## config.mk

```make
export PLATFORM = sky130hd
export DESIGN_NAME = seq_fir_filter_flat
export DESIGN_NICKNAME = d
export VERILOG_FILES = /design/src/rtl/seq_fir_filter_pkg.sv /design/src/rtl/seq_fir_filter_if.sv /design/src/rtl/seq_fir_filter_mac_unit.sv /design/src/rtl/seq_fir_filter.sv /design/src/flat_wrapper.sv
export SDC_FILE = /design/constraint.sdc
export NUM_CORES = 1
export LEC_CHECK = 0
export ABC_AREA = 1
export BUFFER_PORTS_ARGS = -buffer_cell sky130_fd_sc_hd__buf_4
export CAP_MARGIN = 20
export CORE_UTILIZATION = 35
export CTS_BUF_LIST = sky130_fd_sc_hd__clkbuf_16
export DETAILED_ROUTE_END_ITERATION = 6
export REMOVE_ABC_BUFFERS = 1
export SYNTH_ARGS = -nofsm -noshare
export SYNTH_HDL_FRONTEND = slang
export SYNTH_SLANG_ARGS = --single-unit
```

## constraint.sdc

```tcl
create_clock -name clk -period 9.1 [get_ports clk]
set_input_delay 0.91 -clock clk [delete_from_list [all_inputs] [get_ports clk]]
set_output_delay 0.91 -clock clk [all_outputs]
set_load 0.03 [all_outputs]
```

## src/rtl/seq_fir_filter_pkg.sv

```systemverilog
// Shared types for the sequential FIR filter: controller states and accumulator sizing.
package seq_fir_filter_pkg;

  typedef enum logic [1:0] {
    IDLE,
    MAC,
    OUT
  } fir_state_t;

  // Worst-case sum of TAPS full-scale products fits without wrap.
  function automatic int fir_acc_width(input int n, input int taps);
    return 2 * n + $clog2(taps);
  endfunction

endpackage

```

## src/rtl/seq_fir_filter_if.sv

```systemverilog
// Sample/coefficient/result bundle of the sequential FIR filter.
interface seq_fir_filter_if #(
  parameter int N    = 16,
  parameter int TAPS = 8
);
  localparam int AW = $clog2(TAPS);

  logic                 in_valid;
  logic                 in_ready;
  logic signed [N-1:0]  x_in;
  logic                 coef_we;
  logic [AW-1:0]        coef_addr;
  logic signed [N-1:0]  coef_data;
  logic                 out_valid;
  logic signed [N-1:0]  y_out;
  logic                 sat;

  modport master (
    output in_valid, x_in, coef_we, coef_addr, coef_data,
    input  in_ready, out_valid, y_out, sat
  );

  modport slave (
    input  in_valid, x_in, coef_we, coef_addr, coef_data,
    output in_ready, out_valid, y_out, sat
  );

endinterface

```

## src/rtl/seq_fir_filter_mac_unit.sv

```systemverilog
// Single multiplier/accumulator for the FIR taps plus final shift and wrap/clamp.
// Clamping is enabled by defining FIR_SATURATE_EN; otherwise the result wraps.
module fir_mac_unit
  import seq_fir_filter_pkg::*;
#(
  parameter int N     = 16,
  parameter int TAPS  = 8,
  parameter int SHIFT = 4
) (
  input  logic                clk,
  input  logic                rst,
  input  logic                clr,
  input  logic                en,
  input  logic signed [N-1:0] h_tap,
  input  logic signed [N-1:0] x_tap,
  output logic signed [N-1:0] y_res,
  output logic                sat_res
);
  localparam int ACC_W = fir_acc_width(N, TAPS);

  logic signed [2*N-1:0]   prod_p0;
  logic signed [ACC_W-1:0] prod_ext_p0;
  logic signed [ACC_W-1:0] acc_nxt_p0;
  logic signed [ACC_W-1:0] acc_p1;

`ifdef FIR_SATURATE_EN
  // Arithmetic shift (truncating toward -inf), then clamp to the N-bit range.
  function automatic logic [N:0] shape_res(input logic signed [ACC_W-1:0] v);
    logic signed [ACC_W-1:0] sh;
    sh = v >>> SHIFT;
    if (sh[ACC_W-1:N-1] == {(ACC_W-N+1){sh[ACC_W-1]}})
      return {1'b0, sh[N-1:0]};
    else if (sh[ACC_W-1])
      return {1'b1, 1'b1, {(N-1){1'b0}}};
    else
      return {1'b1, 1'b0, {(N-1){1'b1}}};
  endfunction
`else
  // Low N bits of the shifted accumulator, no clamp.
  function automatic logic [N:0] shape_res(input logic [N-1:0] v);
    return {1'b0, v};
  endfunction
`endif

  // Stage p0: product of the current tap, sign-extended into the accumulator
  assign prod_p0     = h_tap * x_tap;
  assign prod_ext_p0 = {{(ACC_W-2*N){prod_p0[2*N-1]}}, prod_p0};
  assign acc_nxt_p0  = acc_p1 + prod_ext_p0;

`ifdef FIR_SATURATE_EN
  assign {sat_res, y_res} = shape_res(acc_nxt_p0);
`else
  assign {sat_res, y_res} = shape_res(acc_nxt_p0[SHIFT +: N]);
`endif

  // Stage p1: running sum
  always_ff @(posedge clk) begin
    if (rst || clr)
      acc_p1 <= '0;
    else if (en)
      acc_p1 <= acc_nxt_p0;
  end

endmodule

```

## src/rtl/seq_fir_filter.sv

```systemverilog
// Sequential FIR filter: one tap per cycle through a shared MAC, IDLE/MAC/OUT controller.
// Define FIR_SATURATE_EN to clamp results (sat flag); default build wraps.
module seq_fir_filter
  import seq_fir_filter_pkg::*;
#(
  parameter int N     = 16,
  parameter int TAPS  = 8,
  parameter int SHIFT = 4
) (
  input logic              clk,
  input logic              rst,
  seq_fir_filter_if.slave  bus
);
  localparam int AW    = $clog2(TAPS);
  localparam int DEPTH = 1 << AW;

  fir_state_t          state, state_nxt;
  logic [AW-1:0]       cnt;
  logic signed [N-1:0] x_dl [TAPS];
  // Coefficient store is padded to the address space so every address is writable.
  logic signed [N-1:0] coef [DEPTH];
  logic signed [N-1:0] y_q;
  logic                sat_q;
  logic signed [N-1:0] y_res;
  logic                sat_res;
  logic                accept;
  logic                last_tap;

  assign bus.in_ready  = (state == IDLE) && !rst;
  assign bus.out_valid = (state == OUT) && !rst;
  assign bus.y_out     = y_q;
  assign bus.sat       = sat_q;

  assign accept   = bus.in_valid && bus.in_ready;
  assign last_tap = (state == MAC) && (cnt == AW'(TAPS - 1));

  always_ff @(posedge clk) begin
    if (rst)
      state <= IDLE;
    else
      state <= state_nxt;
  end

  always_comb begin
    state_nxt = state;
    case (state)
      IDLE:    if (accept)   state_nxt = MAC;
      MAC:     if (last_tap) state_nxt = OUT;
      OUT:                   state_nxt = IDLE;
      default:               state_nxt = IDLE;
    endcase
  end

  always_ff @(posedge clk) begin
    if (rst) begin
      for (int k = 0; k < TAPS; k++) x_dl[k] <= '0;
      for (int k = 0; k < DEPTH; k++) coef[k] <= '0;
      cnt   <= '0;
      y_q   <= '0;
      sat_q <= 1'b0;
    end else begin
      if (state == IDLE && bus.coef_we)
        coef[bus.coef_addr] <= bus.coef_data;
      if (accept) begin
        x_dl[0] <= bus.x_in;
        for (int k = 1; k < TAPS; k++) x_dl[k] <= x_dl[k-1];
        cnt <= '0;
      end else if (state == MAC) begin
        cnt <= cnt + AW'(1);
      end
      // Final tap's product is folded in combinationally so y_out is ready in OUT.
      if (last_tap) begin
        y_q   <= y_res;
        sat_q <= sat_res;
      end
    end
  end

  fir_mac_unit #(
    .N     (N),
    .TAPS  (TAPS),
    .SHIFT (SHIFT)
  ) u_mac (
    .clk     (clk),
    .rst     (rst),
    .clr     (accept),
    .en      (state == MAC),
    .h_tap   (coef[cnt]),
    .x_tap   (x_dl[cnt]),
    .y_res   (y_res),
    .sat_res (sat_res)
  );

endmodule

```

## src/flat_wrapper.sv

```systemverilog
// flat-port wrapper written by rule: the top's interface ports become plain ports
module seq_fir_filter_flat import seq_fir_filter_pkg::*;
#(
  parameter int N     = 16,
  parameter int TAPS  = 8,
  parameter int SHIFT = 4
)
  (clk, rst, bus_in_valid, bus_x_in, bus_coef_we, bus_coef_addr, bus_coef_data, bus_in_ready, bus_out_valid, bus_y_out, bus_sat);
  seq_fir_filter_if #(.N(N), .TAPS(TAPS)) bus_i ();
  input logic clk;
  input logic rst;
  input wire logic [$bits(bus_i.in_valid)-1:0] bus_in_valid;
  input wire logic [$bits(bus_i.x_in)-1:0] bus_x_in;
  input wire logic [$bits(bus_i.coef_we)-1:0] bus_coef_we;
  input wire logic [$bits(bus_i.coef_addr)-1:0] bus_coef_addr;
  input wire logic [$bits(bus_i.coef_data)-1:0] bus_coef_data;
  output wire logic [$bits(bus_i.in_ready)-1:0] bus_in_ready;
  output wire logic [$bits(bus_i.out_valid)-1:0] bus_out_valid;
  output wire logic [$bits(bus_i.y_out)-1:0] bus_y_out;
  output wire logic [$bits(bus_i.sat)-1:0] bus_sat;
  assign bus_i.in_valid = bus_in_valid;
  assign bus_i.x_in = bus_x_in;
  assign bus_i.coef_we = bus_coef_we;
  assign bus_i.coef_addr = bus_coef_addr;
  assign bus_i.coef_data = bus_coef_data;
  assign bus_in_ready = bus_i.in_ready;
  assign bus_out_valid = bus_i.out_valid;
  assign bus_y_out = bus_i.y_out;
  assign bus_sat = bus_i.sat;
  seq_fir_filter #(.N(N), .TAPS(TAPS), .SHIFT(SHIFT)) u_core (.clk(clk), .rst(rst), .bus(bus_i));
endmodule
```

==> metrics.yaml, run 1 <==
crit_required_ns: 9.58
synth_top_area_share_pct: 37.4
cts.path.max_buffers: 3
total_power_mw: 8.97
post_cts_resized: 0
clockRootBuffer: "clkbuf_16"
fp.dieW_um: 244
place_hpwl_um: 36600
fill_cells: 5868
ys_types: 40
drt-initial-drc-count: 1099
crit_arrival_ns: 8.50
p_leak_nw: 11.1
maxSlewViolCount: 0
max_freq_ghz: 0.125
sw_frac_of_total_pct: 49.5
syn_inst: 2433
die-area_sq_mm: 0.0597
intPower_mw: 4.53
hold_buffers: 0
ys_ff_latch: 300
diodes: 0
worst-path-buf-inv: 6
firstDrtPassIters: 6
synth_edf_count: 256
p_comb_share_pct: 66.3
post_drt_wl_per_cell_um: 16.3
start_util_pct: 35.5
crit_fanout: 47
min_period_over_period_pct: 88.1
place_area_sq_mm: 0.0216
clkTransAtPathRegs_ns: 0.06
gp_congestion: 0.929
clock_skew_ns: 0.0236
ys_seq_area_share_pct: 41.7
end_kind: "flop"
async_reset_ff_share_pct: 0
holdWs_ns: 0.468
finalWirelength_um: 53000
slew_headroom_pct: 33.5
clock_insertion_delay_worst_skew_ns: 0.55
powerDensity_mw_per_mm2: 394
synth_top_area_cell: "edfxtp_1"
cts_tree: "yes"
grt_overflow: 0
io_buffer_count: 56
pin_count: 58
drive_gt1_share_pct: 6.39
drv_cap: 0
tightestPinTransition_ns: 0.997
yosysWarnings: 0
ir_drop_v: 0.000714
crit_type: "flop to flop"
post_cts_buffers: 0
p_seq_share_pct: 18.3
outcome: "finished, final reports clean"
antenna_found_initial: 0
num_vias: 15197
syn_area_per_cell_sq_um: 8.45
grt_usage_pct: 18.1
worst_path_max_delay_cell: "buf_4"
synth_top_cells_by_area: "edfxtp_1 37%, fa_1 15%, inv_1 10%"
hold_viol_final: 0
antenna_left: 0
crit_family: "adder cells"
area_growth_pct: 10.7
power.share.clock_pct: 15.4
worstSetupStartpointType: "flop"
synth-main-ff-cell: "edfxtp_1"
hp-class: "flop to flop"
grt_pass1_vias: 15606
grt_pass1_wl_um: 84400
final-setup-viol-count: 0
synth.most_common_cell: "inv_1"
finalSetupTns_ns: 0
route.detailed.drc: 0
core_sq_mm: 0.0578
post-route-min-period_ns: 8.02
rsz0062_at_grt: "false"
final_area_sq_mm: 0.0228
via_per_inst: 4.67
max_stage_delay_ns: 0.63
synth_commonest_cells: "553 x inv_1, 480 x nand2_1, 446 x nor2_1"
cts_buffers: 37
syn-cell-area_sq_mm: 0.0205
die_y_um: 244
postLayoutCoreUtil_pct: 39.4
fp-row-count: 88
h-tree-depth: 2
grt_max_degree: 138
final_nets: 2727
switchingPower_mw: 4.45
cts.sinks: 300
==> flip-flops by register name, summed over array words and instances, names as in the netlist, named ones only <==
register	cells
u_core.bus.y_out	16
u_core.cnt	3
u_core.coef	128
u_core.state	2
u_core.u_mac.acc_p1	20
u_core.x_dl	128
==> cell type report <==
type                    count  area, sq um  area share, %
clock inverters            29          183          0.803
clock buffers              38          951           4.18
multi-input cells        1480         9390           41.3
well taps                 765          957           4.21
flip-flops and latches    300         8570           37.7
inverters                 565         2120           9.33
repair buffers             75          576           2.53
==> placed cells by master (no fill, tap or decap), types with 13 or more instances in the layout <==
| cell type | instances |
|---|---|
| fa_1 | 154 |
| clkbuf_16 | 38 |
| o21ai_0 | 69 |
| o21ai_1 | 20 |
| buf_4 | 74 |
| nand3_1 | 104 |
| nand2_1 | 478 |
| o211ai_1 | 15 |
| edfxtp_1 | 256 |
| ha_1 | 75 |
| a21oi_1 | 34 |
| nor2_1 | 446 |
| xor2_1 | 13 |
| o21bai_1 | 13 |
| dfxtp_1 | 42 |
| inv_1 | 560 |
==> power by group through the flow <==
stage	clock, mW	sequential (mW)	combinational, mW
after floorplan	0	1.67	4.40
after CTS	1.42	1.64	5.96
final	1.39	1.64	5.95
after detailed placement	0	1.67	5.93
after global placement	0	1.67	5.75
after global routing	1.46	1.65	6.81
==> per-stage QoR <==
step | instances | setup WS (ns)
6_report | 3252 | 1.08
5_1_grt | 3252 | 0.549
4_1_cts | 3252 | 1.09
3_5_place_dp | 3185 | 1.12
3_3_place_gp | 3185 | 1.27
2_1_floorplan | 2345 | -0.587
==> metal layers <==
| layer | share of wire (%) | global-route usage (%) |
|---|---|---|
| met2 | 48 | 30.7 |
| met5 | 0 | 0 |
| met3 | 5.4 | 2.81 |
| met4 | 3.0 | 5.85 |
| met1 | 44 | 23.7 |
==> worst paths after layout <==
| check | start | end | slack (ns) | cells after the start |
|---|---|---|---|---|
| worst max register to register | flop | u_core.u_mac.acc_p1[18]$_SDFFE_PP0P_ | 1.08 | 25 |
| worst min-delay path | u_core.bus.y_out[1]$_SDFFE_PP0P_ | u_core.bus.y_out[1]$_SDFFE_PP0P_ | 0.47 | 2 |
| worst max-delay path | flop | u_core.u_mac.acc_p1[18]$_SDFFE_PP0P_ | 1.08 | 25 |
| worst min register to register | u_core.bus.y_out[1]$_SDFFE_PP0P_ | u_core.bus.y_out[1]$_SDFFE_PP0P_ | 0.47 | 2 |
==> logic make-up (layout without fill, tap and decap cells) <==
family / count (synthesis) / count (layout) / share of synthesized area (%)
flops: 300 / 300 / 41.7
compound gates: 181 / 181 / 5.11
simple gates: 1049 / 1049 / 20.1
other cells: 1 / 1 / 0.0182
fa+ha+maj: 229 / 229 / 19.6
buf+inv: 653 / 707 / 12.7
xor+xnor: 20 / 20 / 0.852
==> worst min-delay path, delay by kind of cell (launching register included) <==
family	cells	cell delay (ns)
flip-flops	1	0.31
AND/OR/NAND/NOR	1	0.06
AO/OA/AOI/OAI	1	0.05
No activity file was read; power rests on OpenSTA's default activity.
==> run 2, diff against run 1 <==
--- a/config.mk
+++ b/config.mk
@@ -5,7 +5,6 @@
 export SDC_FILE = /design/constraint.sdc
 export NUM_CORES = 1
 export LEC_CHECK = 0
-export ABC_AREA = 1
 export BUFFER_PORTS_ARGS = -buffer_cell sky130_fd_sc_hd__buf_4
 export CAP_MARGIN = 20
 export CORE_UTILIZATION = 35
==> run 2 against run 1 <==
Compared with the run above:
- setup slack better by 0.28 ns
- core utilization increased by 0.50 points
- critical path depth unchanged
- synthesized cell count fell by 30%
- global-route usage decreased by 1.1 points
- first-iteration DRC count fell by 29%
- cell count is 22% lower
- via count fell by 19%
- flip-flop and latch count unchanged
- clock skew is 0.0086 ns lower
- die area shrank 4.3%
- critical path type unchanged
- highest routed layer unchanged
==> metrics.yaml, run 2 <==
outcome: "finished, final reports clean"
h-tree-depth: 2  # unchanged
drive_gt1_share_pct: 13.6  # +7.2 points
crit_arrival_ns: 8.20  # -0.30 ns
powerDensity_mw_per_mm2: 316  # -20%
async_reset_ff_share_pct: 0  # unchanged
clockRootBuffer: "clkbuf_16"
total_power_mw: 6.97  # -22%
firstDrtPassIters: 5  # -1
syn_inst: 1701  # -30%
cts.path.max_buffers: 3  # unchanged
grt_pass1_vias: 13103  # -16%
yosys-mux-area-fraction_pct: 8.53  # +8.5 points
largestRegisters: "u_core.coef: 128 flops, u_core.x_dl: 128 flops, u_core.u_mac.acc_p1: 20 flops"
ff2ff_setup_slack_ns: 1.36  # +0.28 ns
post-route-min-period_ns: 7.74  # -0.276 ns
power.share.clock_pct: 18.8  # +3.4 points
cts_buffers: 35  # -5.4%
synth_xor_xnor_area_share_pct: 2.07  # +1.2 points
rsz0062_at_grt: "false"
syn_area_per_cell_sq_um: 11.6  # +37%
die-area_sq_mm: 0.0571  # -4.3%
finalWirelength_um: 46800  # -12%
clkTransAtPathRegs_ns: 0.06  # about the same
r2r_end: "u_core.u_mac.acc_p1[19]$_SDFFE_PP0P_"
final_cell_mix: "269 x inv_1, 256 x edfxtp_1, 154 x fa_1, 135 x and2_1, 127 x nor2_1"
synth-compound-area-share_pct: 2.84  # -2.3 points
cts.sinks: 300  # unchanged
synth_simple_gate_area_share_pct: 15.7  # -4.3 points
synthAdderAreaFrac_pct: 20.5  # +0.89 points
synth_top_cells_by_area: "edfxtp_1 39%, fa_1 16%, mux4_2 5.6%"
post_drt_wl_per_cell_um: 18.5  # +14%
gp_congestion: 0.874  # -5.9%
p_seq_share_pct: 23.6  # +5.3 points
worstSetupStartpointType: "flop"
start_util_pct: 35.5  # about the same
sw_frac_of_total_pct: 41.9  # -7.6 points
min_period_over_period_pct: 85.1  # -3.0 points
synth.most_common_cell: "inv_1"
diodes: 0  # unchanged
intPower_mw: 4.05  # -11%
tightestPinTransition_ns: 1.16  # +0.160 ns
antenna_found_initial: 0  # unchanged
clock_insertion_delay_worst_skew_ns: 0.54  # about the same
end_kind: "flop"
place_area_sq_mm: 0.0210  # -3.0%
slew_headroom_pct: 22.8  # -11 points
drv_cap: 0  # unchanged
grt_max_degree: 100  # -28%
drt-initial-drc-count: 775  # -29%
clock_skew_ns: 0.0151  # -0.00856 ns
crit_end: "u_core.u_mac.acc_p1[19]$_SDFFE_PP0P_"
switchingPower_mw: 2.92  # -34%
synth-main-ff-cell: "edfxtp_1"
ys_ff_latch: 300  # unchanged
layout_commonest_cell: "inv_1"
placed_cells: 2463  # -23%
grt_overflow: 0  # unchanged
crit_type: "flop to flop"
syn-cell-area_sq_mm: 0.0197  # -4.3%
synth_commonest_cells: "258 x inv_1, 256 x edfxtp_1, 154 x fa_1"
via_per_inst: 4.88  # +4.5%
final_nets: 2020  # -26%
ys_seq_area_share_pct: 43.6  # +1.9 points
final_area_sq_mm: 0.0220  # -3.1%
area_growth_pct: 12.2
fp.dieW_um: 239  # -2.2%
hold_buffers: 0  # unchanged
p_comb_share_pct: 57.6  # -8.7 points
r2r_cells: 25  # unchanged
synth_top_area_cell: "edfxtp_1"
crit_fanout: 34  # -28%
final-setup-viol-count: 0  # unchanged
die_y_um: 239  # -2.2%
crit_required_ns: 9.56  # -0.02 ns
post_cts_resized: 0  # unchanged
grt_pass1_wl_um: 75200  # -11%
num_vias: 12333  # -19%
synth_edf_count: 256  # unchanged
synth_top_area_share_pct: 39.1  # +1.7 points
cts_tree: "yes"
place_hpwl_um: 32700  # -11%
post_cts_buffers: 0  # unchanged
io_buffer_count: 56  # unchanged
core_sq_mm: 0.0553  # -4.3%
hold_viol_final: 0  # unchanged
yosysWarnings: 0  # unchanged
finalSetupTns_ns: 0  # unchanged
hp-class: "flop to flop"
maxSlewViolCount: 0  # unchanged
fp-row-count: 86  # -2.3%
synth_top_family_by_area: "adder cells"
max_freq_ghz: 0.129  # +3.6%
fin_cells: 2526  # -22%
pin_count: 58  # unchanged
p_leak_nw: 9.42  # -15%
postLayoutCoreUtil_pct: 39.9  # +0.50 points
ir_drop_v: 0.000345  # -52%
route.detailed.drc: 0  # unchanged
antenna_left: 0  # unchanged
ys_types: 53  # +33%
grt_usage_pct: 17.1  # -1.1 points
run 2: changes by cell type after synthesis, moves of 33 or more:
| cell | before | now |
|---|---|---|
| nand2_1 | 480 | 111 |
| nor2_1 | 446 | 127 |
| inv_1 | 553 | 258 |
| and2_1 | 0 | 135 |
| nand3_1 | 104 | 4 |
| and3_1 | 0 | 97 |
| o21ai_0 | 69 | 7 |
| mux4_2 | 0 | 49 |
| nor2b_1 | 0 | 47 |
| mux2i_1 | 0 | 41 |
| clkbuf_1 | 31 | 64 |
run 2: logic make-up after synthesis:
logic type,count (synthesis)
AOI/OAI and AO/OA,90
adders and majority gates,229
DFF,300
buffers and inverters,340
xor gates and xnor gates,45
muxes,104
other,1
and+or+nand+nor,592
run 2: worst max-delay path, cell delays in order, from the launching register on:
cell	delay, ns
dfxtp_4	0.68
buf_12	0.31
mux4_2	0.55
mux2i_1	0.84
nor2_1	0.15
fa_1	0.55
inv_1	0.05
fa_1	0.47
inv_1	0.04
ha_1	0.18
fa_1	0.47
fa_1	0.54
inv_1	0.04
fa_1	0.47
inv_1	0.04
ha_1	0.31
o21ai_0	0.13
a21boi_0	0.31
nor2_1	0.08
a21oi_1	0.24
a211oi_1	0.12
or3_1	0.43
o21ai_0	0.23
xnor2_1	0.17
nand2_1	0.09
a21oi_2	0.14
run 2: final cells by class:
class	instances	area, sq um
inverters	259	972
flip-flops and latches	300	8580
fillers	5372	33300
clock inverters	28	191
repair buffers	95	726
clock buffers	35	876
well taps	748	936
multi-input cells	1061	9770
run 2: layer usage:
metal  share of wire [%]  track usage, %  vias to the layer above
li1                    -               -                     5704
met3                 4.1            2.15                       71
met5                   0               0                        -
met2                  49            28.7                      260
met4                 2.4            4.72                        0
met1                  45            23.1                     6298
run 2: worst min path at each step:
stage,start,end,cells after the start
after CTS,u_core.bus.y_out[5]$_SDFFE_PP0P_,u_core.bus.y_out[5]$_SDFFE_PP0P_,2
after floorplan,u_core.u_mac.acc_p1[16]$_SDFFE_PP0P_,u_core.u_mac.acc_p1[16]$_SDFFE_PP0P_,2
after global routing,u_core.bus.y_out[6]$_SDFFE_PP0P_,u_core.bus.y_out[6]$_SDFFE_PP0P_,2
final,u_core.bus.y_out[10]$_SDFFE_PP0P_,u_core.bus.y_out[10]$_SDFFE_PP0P_,2
after global placement,u_core.bus.y_out[8]$_SDFFE_PP0P_,u_core.bus.y_out[8]$_SDFFE_PP0P_,2
after detailed placement,u_core.bus.y_out[6]$_SDFFE_PP0P_,u_core.bus.y_out[6]$_SDFFE_PP0P_,2
run 2: per-stage QoR:
step           setup slack [ns]  hold WS (ns)
3_5_place_dp               1.39         0.453
3_3_place_gp               1.49         0.446
2_1_floorplan             0.268         0.436
6_report                   1.36         0.456
5_1_grt                   0.888         0.470
4_1_cts                    1.35         0.460
run 2: power by group through the flow:
stage | combinational [mW] | sequential [mW] | clock [mW]
6_report | 4.02 | 1.65 | 1.31
5_1_grt | 4.61 | 1.66 | 1.39
4_1_cts | 4.07 | 1.65 | 1.34
3_5_place_dp | 4.03 | 1.67 | 0
3_3_place_gp | 3.97 | 1.67 | 0
2_1_floorplan | 3.08 | 1.66 | 0
